[src/rtl/rv32_ahb_pkg.sv]
// AHB-Lite encodings and arbiter state enum shared by the rv32 bus-master slice.
package rv32_ahb_pkg;

  localparam logic [1:0] HTRANS_IDLE   = 2'b00;
  localparam logic [1:0] HTRANS_BUSY   = 2'b01;
  localparam logic [1:0] HTRANS_NONSEQ = 2'b10;
  localparam logic [1:0] HTRANS_SEQ    = 2'b11;

  localparam logic [2:0] HBURST_SINGLE = 3'b000;
  localparam logic [2:0] HBURST_INCR   = 3'b001;
  localparam logic [2:0] HBURST_INCR4  = 3'b011;
  localparam logic [2:0] HBURST_INCR8  = 3'b101;

  localparam logic [2:0] HSIZE_WORD    = 3'b010;
  localparam logic [3:0] HPROT_DEFAULT = 4'b0011;

  typedef enum logic [2:0] {
    ST_IDLE,
    ST_ADDR,
    ST_BURST,
    ST_LAST,
    ST_ERR
  } arb_state_e;

endpackage

[src/rtl/ahb_arb_grant.sv]
// Two-way grant picker: D-side (bit1) wins ties, or alternates ties when
// AHB_ARB_ROUND_ROBIN_EN is defined.
module ahb_arb_grant (
  input  logic       clk,
  input  logic       reset,
  input  logic [1:0] req,
  input  logic       take,
  output logic       gnt
);

`ifdef AHB_ARB_ROUND_ROBIN_EN
  logic last_served;

  always_ff @(posedge clk or posedge reset) begin
    if (reset)
      last_served <= 1'b0;
    else if (take)
      last_served <= gnt;
  end

  // last_served resets to I-side so the first tie still goes to D-side
  always_comb begin
    gnt = req[1];
    if (req == 2'b11)
      gnt = ~last_served;
  end
`else
  logic unused_rr;
  assign unused_rr = ^{clk, reset, take};
  assign gnt       = req[1];
`endif

endmodule

[src/rtl/ahb_master_arbiter.sv]
// Arbitrates I-cache and D-cache refill engines onto one AHB-Lite master port
// as pipelined INCR word bursts. Round-robin ties: AHB_ARB_ROUND_ROBIN_EN.
module ahb_master_arbiter
  import rv32_ahb_pkg::*;
#(
  parameter int ADDR_W    = 32,
  parameter int DATA_W    = 32,
  parameter int MAX_BEATS = 8,
  parameter int LEN_W     = 4
) (
  input  logic                clk,
  input  logic                reset,
  input  logic [1:0]          m_req,
  input  logic [2*ADDR_W-1:0] m_addr,
  input  logic [1:0]          m_write,
  input  logic [2*LEN_W-1:0]  m_len,
  input  logic [2*DATA_W-1:0] m_wdata,
  output logic [1:0]          m_wnext,
  output logic [DATA_W-1:0]   m_rdata,
  output logic [1:0]          m_rvalid,
  output logic [1:0]          m_done,
  output logic [1:0]          m_err,
  output logic                busy,
  output logic [ADDR_W-1:0]   HADDR,
  output logic [1:0]          HTRANS,
  output logic [2:0]          HBURST,
  output logic [2:0]          HSIZE,
  output logic [3:0]          HPROT,
  output logic                HMASTLOCK,
  output logic                HWRITE,
  output logic [DATA_W-1:0]   HWDATA,
  input  logic [DATA_W-1:0]   HRDATA,
  input  logic                HREADY,
  input  logic                HRESP
);

  // state  | meaning
  // IDLE   | waiting for a request; grant taken here
  // ADDR   | NONSEQ address phase on the bus
  // BURST  | SEQ address phases still to issue
  // LAST   | all addresses issued, draining final data phase
  // ERR    | error response seen, waiting for its second cycle

  localparam int CNT_W = $clog2(MAX_BEATS) + 1;

  arb_state_e       state, state_d;
  logic             gnt, take, owner, dp_valid, htrans_active;
  logic             addr_acc, beat_ok, beat_last, bus_err, more;
  logic [LEN_W-1:0] raw_len;
  logic [CNT_W-1:0] req_len, len_q, issued, completed;
  logic [2:0]       req_burst;

  ahb_arb_grant u_grant (
    .clk   (clk),
    .reset (reset),
    .req   (m_req),
    .take  (take),
    .gnt   (gnt)
  );

  assign HSIZE     = HSIZE_WORD;
  assign HPROT     = HPROT_DEFAULT;
  assign HMASTLOCK = 1'b0;
  assign busy      = (state != ST_IDLE);

  always_comb begin
    htrans_active = (HTRANS != HTRANS_IDLE) && (HTRANS != HTRANS_BUSY);
    addr_acc      = htrans_active && HREADY;
    beat_ok       = dp_valid && HREADY && !HRESP;
    beat_last     = beat_ok && ((completed + 1'b1) == len_q);
    bus_err       = dp_valid && !HREADY && HRESP;
    more          = (issued + 1'b1) < len_q;

    raw_len = gnt ? m_len[2*LEN_W-1:LEN_W] : m_len[LEN_W-1:0];
    if (raw_len == '0)
      req_len = CNT_W'(1);
    else if (int'(raw_len) > MAX_BEATS)
      req_len = CNT_W'(MAX_BEATS);
    else
      req_len = CNT_W'(raw_len);

    if (req_len == CNT_W'(1))
      req_burst = HBURST_SINGLE;
    else if (req_len == CNT_W'(4))
      req_burst = HBURST_INCR4;
    else if (req_len == CNT_W'(8))
      req_burst = HBURST_INCR8;
    else
      req_burst = HBURST_INCR;
  end

  always_comb begin
    state_d = state;
    take    = 1'b0;
    case (state)
      ST_IDLE: if (|m_req) begin
        take    = 1'b1;
        state_d = ST_ADDR;
      end
      ST_ADDR, ST_BURST: begin
        if (bus_err)
          state_d = ST_ERR;
        else if (addr_acc)
          state_d = more ? ST_BURST : ST_LAST;
      end
      ST_LAST: begin
        if (bus_err)
          state_d = ST_ERR;
        else if (beat_last)
          state_d = ST_IDLE;
      end
      ST_ERR:  if (HREADY) state_d = ST_IDLE;
      default: state_d = ST_IDLE;
    endcase
  end

  always_ff @(posedge clk or posedge reset) begin
    if (reset)
      state <= ST_IDLE;
    else
      state <= state_d;
  end

  always_ff @(posedge clk or posedge reset) begin
    if (reset) begin
      HADDR     <= '0;
      HTRANS    <= HTRANS_IDLE;
      HBURST    <= HBURST_SINGLE;
      HWRITE    <= 1'b0;
      HWDATA    <= '0;
      owner     <= 1'b0;
      len_q     <= '0;
      issued    <= '0;
      completed <= '0;
      dp_valid  <= 1'b0;
      m_rdata   <= '0;
      m_rvalid  <= '0;
      m_wnext   <= '0;
      m_done    <= '0;
      m_err     <= '0;
    end else begin
      m_rvalid <= '0;
      m_wnext  <= '0;
      m_done   <= '0;
      m_err    <= '0;

      if (take) begin
        owner     <= gnt;
        len_q     <= req_len;
        issued    <= '0;
        completed <= '0;
        HADDR     <= gnt ? m_addr[2*ADDR_W-1:ADDR_W] : m_addr[ADDR_W-1:0];
        HTRANS    <= HTRANS_NONSEQ;
        HBURST    <= req_burst;
        HWRITE    <= m_write[gnt];
      end

      // an error cancels whatever address phase is pending
      if (bus_err) begin
        HTRANS <= HTRANS_IDLE;
      end else if (addr_acc) begin
        issued <= issued + 1'b1;
        if (HWRITE) begin
          HWDATA         <= owner ? m_wdata[2*DATA_W-1:DATA_W] : m_wdata[DATA_W-1:0];
          m_wnext[owner] <= 1'b1;
        end
        if (more) begin
          HTRANS <= HTRANS_SEQ;
          HADDR  <= HADDR + ADDR_W'(4);
        end else begin
          HTRANS <= HTRANS_IDLE;
        end
      end

      if (HREADY)
        dp_valid <= htrans_active;

      if (beat_ok) begin
        completed <= completed + 1'b1;
        if (!HWRITE) begin
          m_rdata         <= HRDATA;
          m_rvalid[owner] <= 1'b1;
        end
        if (beat_last)
          m_done[owner] <= 1'b1;
      end

      if (state == ST_ERR && HREADY)
        m_err[owner] <= 1'b1;
    end
  end

endmodule

[config.mk]
export PLATFORM = sky130hd
export DESIGN_NAME = ahb_master_arbiter
export DESIGN_NICKNAME = d
export VERILOG_FILES = /design/src/rtl/rv32_ahb_pkg.sv /design/src/rtl/ahb_arb_grant.sv /design/src/rtl/ahb_master_arbiter.sv
export SDC_FILE = /design/constraint.sdc
export NUM_CORES = 1
export LEC_CHECK = 0
export BUFFER_PORTS_ARGS = -buffer_cell sky130_fd_sc_hd__buf_2
export CAP_MARGIN = 20
export CORE_ASPECT_RATIO = 0.6
export CORE_UTILIZATION = 45
export DETAILED_ROUTE_END_ITERATION = 10
export MAX_ROUTING_LAYER = met4
export PLACE_DENSITY = 0.86
export SYNTH_ARGS = -nofsm -noshare
export SYNTH_HDL_FRONTEND = slang
export SYNTH_SLANG_ARGS = --single-unit
[constraint.sdc]
create_clock -name clk -period 6.9 [get_ports clk]
set_clock_uncertainty 0.1 [all_clocks]
set_input_delay 0 -clock clk [delete_from_list [all_inputs] [get_ports clk]]
set_output_delay 0 -clock clk [all_outputs]
set_load 0.01 [all_outputs]
# ---- Word-level counts from Yosys, hierarchy flattened
# Index checks and enable logic that the tools add are counted.
dict set report word_totals {
  regBits 127
  output_inout_bits 119
  wordCells 104
}
dict set report classes {
  add_sub_neg 3
  magnitude_cmp 5
  eq_ne 13
  muxes 43
  bitwise 2
  n_reduce_logical 22
}
# op n
set op_table {}
lappend op_table {{two-way mux 32 bit} 6}
lappend op_table {{adder 32 x 3 -> 32 bit (second input constant)} 1}
lappend op_table {{two-way mux 4 bit} 8}
lappend op_table {{two-way mux 3 bit} 9}
lappend op_table {{two-way mux 2 bit} 12}
lappend op_table {{one-hot mux 3 bit (4 select lines)} 1}
lappend op_table {{logical AND 1 bit} 9}
lappend op_table {{adder 4 x 1 -> 4 bit (second input constant)} 2}
lappend op_table {{equality test 3 x 2 -> 1 bit (second input constant)} 2}
lappend op_table {{two-way mux 1 bit} 6}
lappend op_table {{!= test 3 bit (second input constant)} 2}
lappend op_table {{nonzero test 3 bit} 2}
lappend op_table {{equality test 4 x 1 -> 1 bit (second input constant)} 1}
lappend op_table {{equality test 4 x 3 -> 1 bit (second input constant)} 1}
lappend op_table {{equality test 4 bit} 1}
lappend op_table {{equality test 4 bit (second input constant)} 1}
lappend op_table {{greater-than comparator 4 bit (second input constant)} 1}
lappend op_table {{logical NOT 4 bit} 1}
lappend op_table {{< comparator 1 x 2 -> 1 bit (second input constant)} 2}
lappend op_table {{< comparator 4 bit} 1}
lappend op_table {{!= test 2 bit (second input constant)} 2}
lappend op_table {{AND reduction 4 bit} 1}
lappend op_table {{nonzero test 2 bit} 2}
lappend op_table {{OR reduction 2 bit} 2}
lappend op_table {{other kinds (10)} 12}

# ---- Longest topological paths before layout
# Gate-level depths: netlist of run 1.
dict set report depth {
  ltp_word 8
  ltp_mapped 9
}

# ---- By module
# From an unflattened synthesis of run 1, not the netlist that was laid out.
dict set report hier_totals {
  cells_unflattened 629
  area_unflattened_um2 6555.0
}
# mod n_inst cells_per_inst area_per_inst_um2
set by_module_without_submodules {}
lappend by_module_without_submodules {ahb_master_arbiter 1 628 6547.5}
lappend by_module_without_submodules {ahb_arb_grant 1 1 7.5}

# ---- Worst setup path before layout of run 1
# No wires, ideal clock.
dict set report synth_timing {
  path_kind {reg2reg}
  from {register issued[0]}
  to {register HADDR[28]}
  setup_ps 99
  t_arrival_ps 2128
  t_required_ps 6701
  setup_slack_ps 4572
  stages_incl_launch_ff 8
  path_cell_list {dfrtp_1 ha_1 ha_1 a21boi_1 o31a_4 nor4_4 a211oi_1 a311oi_1}
}
dict set report synth_via {
  elab_chain_cells 5
}
# element line
set synth_lines {}
lappend synth_lines {{from (decl)} ahb_master_arbiter.sv:50} ;# logic [CNT_W-1:0] req_len, len_q, issued, completed;
lappend synth_lines {{from (signal assigned)} ahb_master_arbiter.sv:162} ;# issued <= issued + 1'b1;
lappend synth_lines {{adder 4 x 1 -> 4 bit} ahb_master_arbiter.sv:72} ;# more = (issued + 1'b1) < len_q;
lappend synth_lines {{< comparator 4 bit} ahb_master_arbiter.sv:72}
lappend synth_lines {{two-way mux 32 bit} ahb_master_arbiter.sv:167} ;# if (more) begin
lappend synth_lines {{two-way mux 32 bit} ahb_master_arbiter.sv:161} ;# end else if (addr_acc) begin
lappend synth_lines {{two-way mux 32 bit} ahb_master_arbiter.sv:159} ;# if (bus_err) begin
lappend synth_lines {{to (signal assigned)} ahb_master_arbiter.sv:152} ;# HADDR <= gnt ? m_addr[2*ADDR_W-1:ADDR_W] : m_addr[ADDR_W-1:0];
lappend synth_lines {{to (signal assigned)} ahb_master_arbiter.sv:169} ;# HADDR <= HADDR + ADDR_W'(4);
lappend synth_lines {{to (decl)} ahb_master_arbiter.sv:24} ;# output logic [ADDR_W-1:0] HADDR,
# No other way between the ends.
# A chain may end at the register's enable or synchronous reset.

# ---- Worst setup path after layout of run 1
dict set report layout_timing {
  from {register issued[0]}
  to {register HADDR[4]}
}
# The elaborated chain is that of the path after synthesis.

==> impl_summary.txt, run 1 <==
----------------------------------------------------
[Power]
  Comb power frac ... 41.8%
  Worst IR drop on VDD ... 0.212 mV
  Proportion of total power due to net switching ... approximately two fifths
  Leakage ... 5.05 nW
  Switching power of the nets ... 1.55 mW
  Power per standard cell area ... 388 nW/um^2
  Clock network fraction of design power ... between 20% and 30%
  Internal ... roughly 2.5 mW
  Register share of total power ... 35.0%

[Cells and area]
  Commonest cells after routing, fill and taps aside ... buf_2, dlygate4sd3_1, dfrtp_1
  Number of nets in the finished design ... between 1000 and 1500
  Post-synthesis to final-layout area growth ... 58.4%
  Filler cell count in the final layout ... 923
  Final instance area ... 10300 um^2
  Number of antenna diodes ... 0
  Most common library cell in the layout ignoring fill and taps ... buf_2
  Share of final-layout standard cells stronger than drive strength 1 ... 35.8%

[STA]
  Max Transition Viols Final ... 0
  Final hold violations ... 0
  Worst slew pin tran ... about 1.1 ns
  Accumulated negative setup slack ... 0 ns
  Worst setup slack after layout ... 3.52 ns
  Setup repair after global routing missed its margin ... no
  Highest clock rate ... about 300 MHz
  Final setup viols ... 0
  Final worst-path cycle share ... approximately half
  Fin crit period ... 3.38 ns
  Worst slew margin relative to its limit ... 28.2%

[Synthesis]
  Fraction of post-synthesis cell area in the top cell type by area ... 48.6%
  Synthesis warning total ... 0
  Total standard cell area after synthesis ... 6530 um^2
  Sequential element share of the synthesized area ... 48.6%
  Area fraction in and, or, nand and nor cells after synthesis ... 13.9%
  Average instance area after synthesis ... 10.6 um^2
  Largest cells by area after synthesis ... dfrtp_1, mux2i_1, mux2_2
  Commonest register cell after synthesis ... dfrtp_1
  Synthesized-area fraction occupied by adder cells ... 1.30%
  Number of flops mapped to enable cells by yosys ... 0
  Fraction of synthesized area in multiplexers ... 14.6%
  Combinational family with the most area after synthesis ... compound AO/OA/AOI/OAI gates
  Yosys reg bits ... 127
  Synthesized-area fraction occupied by ao, oa, aoi and oai cells ... 15.3%
  Share of synthesized flip-flops with an asynchronous set or reset ... 100%
  XOR/XNOR Fraction of Synth Area ... 1.47%
  Number of distinct library cell variants in the gate-level netlist after synthesis ... 64
  Cell count after synthesis ... 614
  Biggest area consumer among synthesized cells ... dfrtp_1

[Critical path]
  Worst Setup Start Kind ... flip-flop
  Required arrival time at the worst endpoint ... 7.11 ns
  Critical path endpoint category ... flip-flop
  Data arrival time of the critical path ... 3.59 ns
  Class of the most critical setup path ... reg2reg
  Highest fanout seen on the critical path ... 15

[Drt]
  Initial detailed-routing violation count ... 537
  Wirelength per Cell ... 18.1 um
  Uppermost routed layer ... met4
  Total wire length after detailed routing ... 22700 um
  Wire length the detailed router placed on met1 ... around 9400 um
  Length of the first detailed-routing pass in iterations ... 7
  Antenna-violating nets left ... 0
  Vias ... around 6800
  DRC violation count after routing ... 0
  Via-to-Cell Ratio ... 5.39
  Met3 Wirelength ... 1970 um
  Routed met2 length ... 10800 um

[Clocking]
  TritonCTS sink count ... 127
  Clock slew at reported path FFs ... roughly 0.060 ns
  CTS Buf Count ... 17
  Hold_buf cts ... between 150 and 200
  Setup repair bufs after CTS ... 0
  CTS-repair resized insts ... 0
  Clk buf depth ... 2
  Clock network latency to the later pin of the worst-skew pair ... 0.40 ns
  Count of H-tree levels built during CTS ... 4
  Clk root buf ... clkbuf_16
  CTS tree ... yes

[Place]
  Placer's final routability congestion estimate ... 0.907
  Count of buffers inserted at the top-level ports ... 286
  Worst slack after detailed placement ... 4.09 ns
  Post-detailed-placement cell area ... 8030 um^2
  Final HPWL from detailed placement ... about 13000 um

[Floorplanning]
  Standard cell core area ... 13900 um^2
  Rows ... 33
  Die boundary height ... 95.3 um
  Die Span X ... 158 um
  Die ar. ... 15000 um^2
  Effective utilization at floorplan ... between 40% and 50%
  Number of top-level design ports ... roughly 300

[Global route]
  Aggregate global-route resource usage ... 30.8%
  Via count of the first global-routing pass ... 6813
  Pin count of the biggest net entering global routing ... 78
  Number of antenna violations at the first check in global routing ... 0
  Overflow after GRT ... 0
  Wire length of the first global-routing pass ... between 30000 and 40000 um

[Outcome]
  Status ... completed

[Job]
  Max-cap violations ... 0

[Worst hold path]
  Worst min-delay path class ... in2reg

----------------------------------------------------
worst max-delay path: stages, from the launching register on:
cell and delay [ns]:
dfrtp_1 0.43, ha_1 0.34, ha_1 0.28, a21boi_1 0.15, o31a_4 0.35, o21ai_2 0.62, a211oi_1 0.14, dlygate4sd3_1 0.63
a311oi_1 0.25
metal layers:
metal  up-vias  global-route usage [%]
met3        68                    8.77
met5         -                       -
met1      3229                    36.4
li1       3121                       -
met2       373                    50.1
met4         0                    12.1
per-stage QoR:
step	cells	hold WS, ns	total power, mW	utilization, %
after floorplan	620	0.0517	2.28	-
after global placement	1059	0.134	2.77	57.7
after detailed placement	1059	0.138	2.84	57.7
after CTS	1259	0.00786	3.94	74.2
after global routing	1260	0.0323	4.23	74.4
final	1260	0.0328	4.01	74.4
synth_stat cells, types with 4 or more instances:
cell and number:
a211oi_1 18, a21o_1 6, a21oi_1 14, a311oi_1 11, and2_1 5, and3_1 4
buf_1 5, buf_2 11, buf_4 8, buf_6 5, clkbuf_1 15, dfrtp_1 127
ha_1 6, inv_1 16, mux2_2 36, mux2i_1 55, nand2_1 59, nand3_1 23
nor2_1 21, nor2b_1 9, nor3_1 14, nor4_1 5, o21a_1 7, o21ai_0 57
o221a_2 4, xnor2_1 6, xor2_1 5
sequential cells by signal (all words and copies together), names as in the netlist, 3 cells and up:
signal,flops
HADDR,32
HBURST,3
HWDATA,32
completed,4
issued,4
len_q,4
m_rdata,32
state,3
cell families after synthesis:
group,Yosys count
mux,91
other cells,2
simple gates,169
buf+inv,60
fa+ha+maj,7
xor+xnor,11
compound gates,147
flops,127
worst paths after layout:
path | start | end | slack (ns) | depth (start not counted)
worst max-delay path | issued[0] | HADDR[4] | 3.52 | 8
worst min-delay path | m_len[6] | len_q[2] | 0.03 | 4
worst max register to register | issued[0] | HADDR[4] | 3.52 | 8
worst min register to register | HWDATA[31] | HWDATA[31] | 0.38 | 2
max in group asynchronous | reset | HADDR[1] | 5.17 | 4
min in group asynchronous | reset | HWDATA[26] | 0.29 | 3
power by group through the flow:
stage | Sequential, mW | Clock, mW | Combinational (mW)
after floorplan | 1.42 | 0 | 0.864
after global placement | 1.36 | 0 | 1.41
after CTS | 1.38 | 0.944 | 1.61
after detailed placement | 1.38 | 0 | 1.45
final | 1.40 | 0.931 | 1.68
after global routing | 1.44 | 0.976 | 1.82
cell type report:
class                           count  area (um^2)  area share (%)
Clock buffer                       20          457            4.41
Clock inverter                     12          159            1.54
Inverter                           16         62.6           0.605
Multi-Input combinational cell    433         3080            29.8
Sequential cell                   127         3180            30.7
Tap cell                          192          240            2.32
Timing Repair Buffer              460         3170            30.6
Note: power is estimated with default switching activity, not from simulation.
==> inputs of run 2 (changes only) <==
--- a/config.mk
+++ b/config.mk
@@ -5,10 +5,11 @@
 export SDC_FILE = /design/constraint.sdc
 export NUM_CORES = 1
 export LEC_CHECK = 0
+export ABC_AREA = 1
 export BUFFER_PORTS_ARGS = -buffer_cell sky130_fd_sc_hd__buf_2
 export CAP_MARGIN = 20
 export CORE_ASPECT_RATIO = 0.6
-export CORE_UTILIZATION = 45
+export CORE_UTILIZATION = 44
 export DETAILED_ROUTE_END_ITERATION = 10
 export MAX_ROUTING_LAYER = met4
 export PLACE_DENSITY = 0.86
==> constraint.sdc (replaced) <==
create_clock -name clk -period 2.93 [get_ports clk]
set_clock_uncertainty 0.1 [all_clocks]
set_input_delay 0 -clock clk [delete_from_list [all_inputs] [get_ports clk]]
set_output_delay 0 -clock clk [all_outputs]
set_load 0.01 [all_outputs]
==> impl_summary.txt, run 2 <==
----------------------------------------------------
[Drt]
  Antenna-violating nets left ... 0 (unchanged)
  Vias ... 8134 (+20%)
  Length of the first detailed-routing pass in iterations ... 5 (-2)
  Total wire length after detailed routing ... 26200 um (+15%)
  Initial detailed-routing violation count ... 803 (+50%)
  Uppermost routed layer ... met4
  Wire length the detailed router placed on met1 ... 10700 um (+14%)
  Routed met2 length ... 12500 um (+16%)
  DRC violation count after routing ... 0 (unchanged)
  Wirelength per Cell ... 16.7 um (-7.3%)
  Met3 Wirelength ... 2080 um (+5.8%)
  Via-to-Cell Ratio ... 5.20 (-3.6%)

[Synthesis]
  Yosys reg bits ... 127 (unchanged)
  Average instance area after synthesis ... 7.80 um^2 (-27%)
  Number of flops mapped to enable cells by yosys ... 0 (unchanged)
  Number of distinct library cell variants in the gate-level netlist after synthesis ... 38 (-41%)
  Biggest area consumer among synthesized cells ... dfrtp_1
  Fraction of post-synthesis cell area in the top cell type by area ... 45.6% (-3.1 points)
  Largest cells by area after synthesis ... dfrtp_1, nand2_1, mux2_4
  Most frequent cells after synthesis ... nand2_1, dfrtp_1, nand3_1, nor2_1, inv_1
  Sequential element share of the synthesized area ... 45.6% (-3.1 points)
  Share of synthesized flip-flops with an asynchronous set or reset ... 100% (unchanged)
  Synthesis warning total ... 0 (unchanged)
  Most repeated cell in the gate-level netlist after synthesis ... nand2_1
  Total standard cell area after synthesis ... 6980 um^2 (+6.8%)
  Commonest register cell after synthesis ... dfrtp_1
  Cell count after synthesis ... 895 (+46%)

[Floorplanning]
  Standard cell core area ... 15400 um^2 (+11%)
  Die Span X ... 165 um (+4.4%)
  Die ar. ... 16400 um^2 (+9.1%)
  Effective utilization at floorplan ... 45.3% (-1.7 points)
  Number of top-level design ports ... 295 (unchanged)
  Die boundary height ... 99.5 um (+4.4%)
  Rows ... 35 (+6.1%)

[Worst hold path]
  HP Start ... m_addr[12]
  Worst min-delay path class ... in2reg

[STA]
  Highest clock rate ... 376 MHz
  Accumulated negative setup slack ... 0 ns (unchanged)
  Final worst-path cycle share ... 90.8%
  Final setup viols ... 0 (unchanged)
  Setup repair after global routing missed its margin ... no
  Worst slew margin relative to its limit ... 27.7% (-0.51 points)
  Final hold violations ... 1 (+1)
  Worst slew pin tran ... 1.08 ns (+0.00652 ns)
  Fin crit period ... 2.66 ns
  Hold Worst Slack ... -0.0132 ns (-0.0460 ns)
  Max Transition Viols Final ... 0 (unchanged)

[Critical path]
  Reg-to-reg startpoint ... HTRANS[1]
  Critical path's slowest cell ... dlygate4sd3_1
  Cell type with the highest occurrence count on the critical path ... dlygate4sd3_1
  Delay of the slowest cell on the worst path ... 0.59 ns (-0.04 ns)
  Critical path endpoint category ... flip-flop
  Required arrival time at the worst endpoint ... 3.13 ns (-3.98 ns)
  Series of cell instances along the critical path ... dlygate4sd3_1 -> buf_2 -> mux2i_1 -> dlygate4sd3_1 -> nand2_1 -> a21oi_1 -> dlygate4sd3_1 -> o21ai_1 -> dlygate4sd3_1
  Worst Setup Start Kind ... input port
  Highest fanout seen on the critical path ... 2 (-13)
  Class of the most critical setup path ... in2reg
  Data arrival time of the critical path ... 2.86 ns (-0.73 ns)
  Crit. Startpoint ... m_len[2]

[Cells and area]
  Most common library cell in the layout ignoring fill and taps ... nand2_1
  Post-synthesis to final-layout area growth ... 55.8%
  Share of final-layout standard cells stronger than drive strength 1 ... 28.0% (-7.8 points)
  Largest registers ... HADDR x32, HWDATA x32, m_rdata x32
  Final instance area ... 10900 um^2 (+5.0%)
  Commonest cells after routing, fill and taps aside ... nand2_1, buf_2, dlygate4sd3_1
  Number of nets in the finished design ... 1530 (+24%)
  Final core area utilization ... 70.5% (-3.9 points)

[Global route]
  Wire length of the first global-routing pass ... 40500 um (+18%)
  Via count of the first global-routing pass ... 7965 (+17%)
  Aggregate global-route resource usage ... 33.2% (+2.4 points)
  Overflow after GRT ... 0 (unchanged)
  Number of antenna violations at the first check in global routing ... 1 (+1)
  Pin count of the biggest net entering global routing ... 55 (-29%)

[Clocking]
  Clock slew at reported path FFs ... 0.06 ns (about the same)
  Count of H-tree levels built during CTS ... 4 (unchanged)
  Setup repair bufs after CTS ... 0 (unchanged)
  Clk buf depth ... 2 (unchanged)
  CTS Buf Count ... 17 (unchanged)
  Clk root buf ... clkbuf_16
  Clock network latency to the later pin of the worst-skew pair ... 0.42 ns (+0.02 ns)
  CTS tree ... yes
  TritonCTS sink count ... 127 (unchanged)

[Power]
  Total chip power ... 10.3 mW (+160%)
  Power per standard cell area ... 945 nW/um^2 (+140%)
  Worst IR drop on VDD ... 0.547 mV (+160%)
  Leakage ... 5.75 nW (+14%)

[Job]
  Max-cap violations ... 0 (unchanged)

[Place]
  Count of buffers inserted at the top-level ports ... 286 (unchanged)
  Final HPWL from detailed placement ... 15500 um (+15%)
  Placer's final routability congestion estimate ... 0.947 (+4.4%)
  Post-detailed-placement cell area ... 8530 um^2 (+6.3%)

[Outcome]
  Failing checks ... negative hold slack
  Status ... complete, but fails checks

----------------------------------------------------
run 2: changes by cell type after synthesis, moves of 28 or more:
cell / delta
mux2_4: +28
nor2_1: +40
inv_1: +32
o21ai_1: +31
nand3_1: +47
mux2i_1: -53
mux2_2: -36
nand2_1: +313
o21ai_0: -44
run 2: path summary, 6_finish.rpt:
check / end / slack (ns) / depth (start not counted)
setup / recovery: HBURST[1] / 0.27 / 9
hold / removal: HADDR[12] / -0.01 / 6
setup reg to reg: HWDATA[8] / 0.28 / 6
hold reg to reg: dp_valid / 0.40 / 2
max in group asynchronous: HADDR[18] / 1.75 / 4
min in group asynchronous: m_wnext[1] / 0.22 / 3
run 2: cell type report:
type | count | area [um^2]
repair buffers | 469 | 3270
flip-flops and latches | 127 | 3180
clock buffers | 18 | 439
multi-input cells | 674 | 3350
well taps | 203 | 254
clock inverters | 14 | 149
fillers | 1134 | 4550
inverters | 59 | 225
diodes | 1 | 2.50
run 2: cells by family after synthesis:
| group | Yosys count | share of synthesized area [%] |
|---|---|---|
| AO/OA/AOI/OAI | 74 | 5.81 |
| XOR/XNOR | 17 | 2.13 |
| adder cells (fa/ha/maj) | 6 | 1.08 |
| buffers and inverters | 100 | 6.71 |
| flip-flops | 127 | 45.6 |
| multiplexers | 34 | 6.96 |
| other | 2 | 0.108 |
| AND/OR/NAND/NOR | 535 | 31.7 |
run 2: timing repair:
item                      CTS  global route
hold endpoints to repair  151             0
gates resized for setup     0             0
hold buffers              174             0
run 2: per-stage QoR:
step / worst slack (ns) / instances
after floorplan: 0.980 / 901
after global placement: 0.867 / 1358
after detailed placement: 0.821 / 1358
after CTS: 0.403 / 1564
after global routing: 0.167 / 1565
final: 0.271 / 1565
run 2: worst max-delay path, delay by kind of cell:
| kind | cells | cell delay, ns |
|---|---|---|
| and+or+nand+nor | 1 | 0.07 |
| buffers and inverters | 5 | 2.45 |
| muxes | 1 | 0.11 |
| AOI/OAI and AO/OA | 2 | 0.21 |
run 2: power by group:
part           internal [mW]  total (mW)  leakage [nW]  switching [mW]
clock network           1.22        2.12         0.284           0.895
registers               2.54        3.29          1.58           0.744
logic                   2.21        4.86          3.88            2.65
run 2: routing by layer:
metal | GRT usage [%] | up-vias
li1 | - | 3751
met1 | 40.0 | 3860
met2 | 53.8 | 434
met3 | 6.55 | 89
met4 | 15.2 | 0
met5 | - | -
==> inputs of run 3 (changes only) <==
--- a/config.mk
+++ b/config.mk
@@ -9,10 +9,10 @@
 export BUFFER_PORTS_ARGS = -buffer_cell sky130_fd_sc_hd__buf_2
 export CAP_MARGIN = 20
 export CORE_ASPECT_RATIO = 0.6
-export CORE_UTILIZATION = 44
+export CORE_UTILIZATION = 40
 export DETAILED_ROUTE_END_ITERATION = 10
 export MAX_ROUTING_LAYER = met4
-export PLACE_DENSITY = 0.86
+export PLACE_DENSITY = 0.8
 export SYNTH_ARGS = -nofsm -noshare
 export SYNTH_HDL_FRONTEND = slang
 export SYNTH_SLANG_ARGS = --single-unit
==> impl_summary.txt, run 3 (same netlist as run 2, synthesis figures left out) <==
----------------------------------------------------
[Floorplanning]
  Die Span X ... 172 um (+4.8%)
  Rows ... 36 (+2.9%)
  Die ar. ... 18000 um^2 (+9.8%)
  Die boundary height ... 104 um (+4.8%)
  Standard cell core area ... 16600 um^2 (+7.8%)
  Number of top-level design ports ... 295 (unchanged)
  Effective utilization at floorplan ... 42.0% (-3.3 points)

[Power]
  Total chip power ... 10.4 mW (+0.96%)
  Leakage ... 5.74 nW (about the same)
  Worst IR drop on VDD ... 0.474 mV (-13%)
  Power per standard cell area ... 951 nW/um^2 (+0.66%)

[Cells and area]
  Largest registers ... HADDR x32, HWDATA x32, m_rdata x32
  Most common library cell in the layout ignoring fill and taps ... nand2_1
  Commonest cells after routing, fill and taps aside ... nand2_1, buf_2, dlygate4sd3_1
  Post-synthesis to final-layout area growth ... 56.2%
  Filler cell count in the final layout ... 1300 (+15%)
  Share of final-layout standard cells stronger than drive strength 1 ... 28.2% (+0.24 points)
  Number of nets in the finished design ... 1530 (unchanged)

[Worst hold path]
  Worst min-delay path class ... in2reg
  Hold Path Stages ... 5 (-1)

[Global route]
  Number of antenna violations at the first check in global routing ... 3 (+2)
  Aggregate global-route resource usage ... 31.1% (-2.0 points)
  Via count of the first global-routing pass ... 8049 (+1.1%)
  Pin count of the biggest net entering global routing ... 120 (+120%)
  Wire length of the first global-routing pass ... 41700 um (+2.9%)
  Overflow after GRT ... 0 (unchanged)

[Clocking]
  Clock slew at reported path FFs ... 0.07 ns (about the same)
  Clock network latency to the later pin of the worst-skew pair ... 0.41 ns (about the same)
  Count of H-tree levels built during CTS ... 4 (unchanged)
  Clk buf depth ... 2 (unchanged)
  CTS tree ... yes
  CTS Buf Count ... 17 (unchanged)
  TritonCTS sink count ... 127 (unchanged)
  Clk root buf ... clkbuf_16

[Place]
  Placer's final routability congestion estimate ... 0.990 (+4.6%)
  Count of buffers inserted at the top-level ports ... 286 (unchanged)
  Final HPWL from detailed placement ... 15400 um (-0.37%)

[STA]
  Worst setup slack after layout ... -0.277 ns (-0.547 ns)
  Worst slew margin relative to its limit ... 50.2% (+23 points)
  Final setup viols ... 16 (+16)
  Worst slew pin tran ... 0.742 ns (-0.341 ns)
  Accumulated negative setup slack ... -3.09 ns (-3.09 ns)
  Fin crit period ... 3.21 ns (+0.547 ns)
  Setup repair after global routing missed its margin ... yes
  Hold Worst Slack ... 0.0116 ns (+0.0248 ns)
  Highest clock rate ... 312 MHz (-17%)
  Final hold violations ... 0 (-1)
  Max Transition Viols Final ... 0 (unchanged)
  Final worst-path cycle share ... 109% (+19 points)

[Critical path]
  Critical path endpoint category ... flip-flop
  Worst Setup Start Kind ... flip-flop
  Cells on worst reg2reg path ... 6 (unchanged)
  Crit. Startpoint ... HTRANS[1]
  Data arrival time of the critical path ... 3.41 ns (+0.55 ns)
  Highest fanout seen on the critical path ... 16 (+14)
  Setup slack on the worst flop-to-flop path ... -0.28 ns (-0.56 ns)
  Reg-to-reg startpoint ... HTRANS[1]
  Reg2reg end ... HWDATA[7]
  Required arrival time at the worst endpoint ... 3.13 ns (about the same)
  Class of the most critical setup path ... reg2reg
  Critical path endpoint ... HWDATA[7]

[Drt]
  Vias ... 8149 (+0.18%)
  Wirelength per Cell ... 16.9 um (+1.1%)
  Total wire length after detailed routing ... 26900 um (+2.8%)
  Initial detailed-routing violation count ... 749 (-6.7%)
  DRC violation count after routing ... 0 (unchanged)
  Via-to-Cell Ratio ... 5.12 (-1.5%)
  Length of the first detailed-routing pass in iterations ... 5 (unchanged)
  Antenna-violating nets left ... 0 (unchanged)

[Outcome]
  Failing checks ... negative setup slack
  Status ... complete, but fails checks

[Job]
  Max-cap violations ... 0 (unchanged)

----------------------------------------------------
[run 3: cell types whose count changed in the layout (fill, tap and decap cells not counted), sizes merged]
cell         change
dlygate4sd3      -3
inv              -2
clkinvlp         +1
buf              +2
clkbuf           -1
bufinv           +2
diode            +2
[run 3: worst max-delay path, stage by stage, from the launching register on]
cell,delay (ns)
dfrtp_1,0.46
nand2_2,0.17
nor2_1,0.54
clkinvlp_2,0.85
nand2_1,0.26
nand3_1,0.12
dlygate4sd3_1,0.60
[run 3: power breakdown]
part / internal, mW / total, mW / switching [mW] / leakage, nW
registers: 2.54 / 3.27 / 0.730 / 1.58
logic: 2.21 / 4.87 / 2.67 / 3.87
clock network: 1.35 / 2.22 / 0.868 / 0.295
total: 6.10 / 10.4 / 4.26 / 5.74
[run 3: area by class of cell]
cell class / count / area [um^2] / area share (%)
Multi-Input combinational cell: 674 / 3350 / 30.8
Timing Repair Buffer: 468 / 3240 / 29.7
Clock buffer: 17 / 425 / 3.90
Timing Repair inverter: 1 / 5.00 / 0.0459
Inverter: 59 / 229 / 2.10
Tap cell: 228 / 285 / 2.62
Antenna cell: 3 / 7.51 / 0.0689
Sequential cell: 127 / 3180 / 29.2
Clock inverter: 14 / 178 / 1.63
[run 3: worst min path at each step]
stage	start	endpoint	slack, ns
final	m_addr[41]	HADDR[9]	0.01
after global routing	m_addr[11]	HADDR[11]	0.04
after CTS	m_addr[11]	HADDR[11]	0.0006
after detailed placement	reset	HWDATA[6]	-0.16
after global placement	reset	HWDATA[6]	-0.15
after floorplan	m_wdata[32]	HWDATA[0]	0.02
[run 3: metal layers]
layer  routed length (um)  part of all wire (%)  up-vias  global-route usage [%]
li1                     -                     -     3749                       -
met1                10700                    40     3787                    35.9
met2                12400                    46      468                    48.2
met3                 2470                   9.2      145                    10.2
met4                 1350                   5.0        0                    16.1
met5                    0                     0        -                       -
[run 3: timing repair]
action,4_1_cts,5_1_grt
setup buffers,0,4
endpoints found under the setup margin,0,1
endpoints found under the hold margin,240,0
hold buffers,171,0
gates resized for setup,0,1
[run 3: metrics by stage]
stage	cell area, um^2	setup slack [ns]	std cells	utilization [%]
after floorplan	7000	0.980	901	-
after global placement	8540	0.766	1381	51.4
after detailed placement	8540	0.696	1381	51.4
after CTS	10900	0.423	1583	65.3
after global routing	10900	-0.511	1591	65.6
final	10900	-0.277	1591	65.6
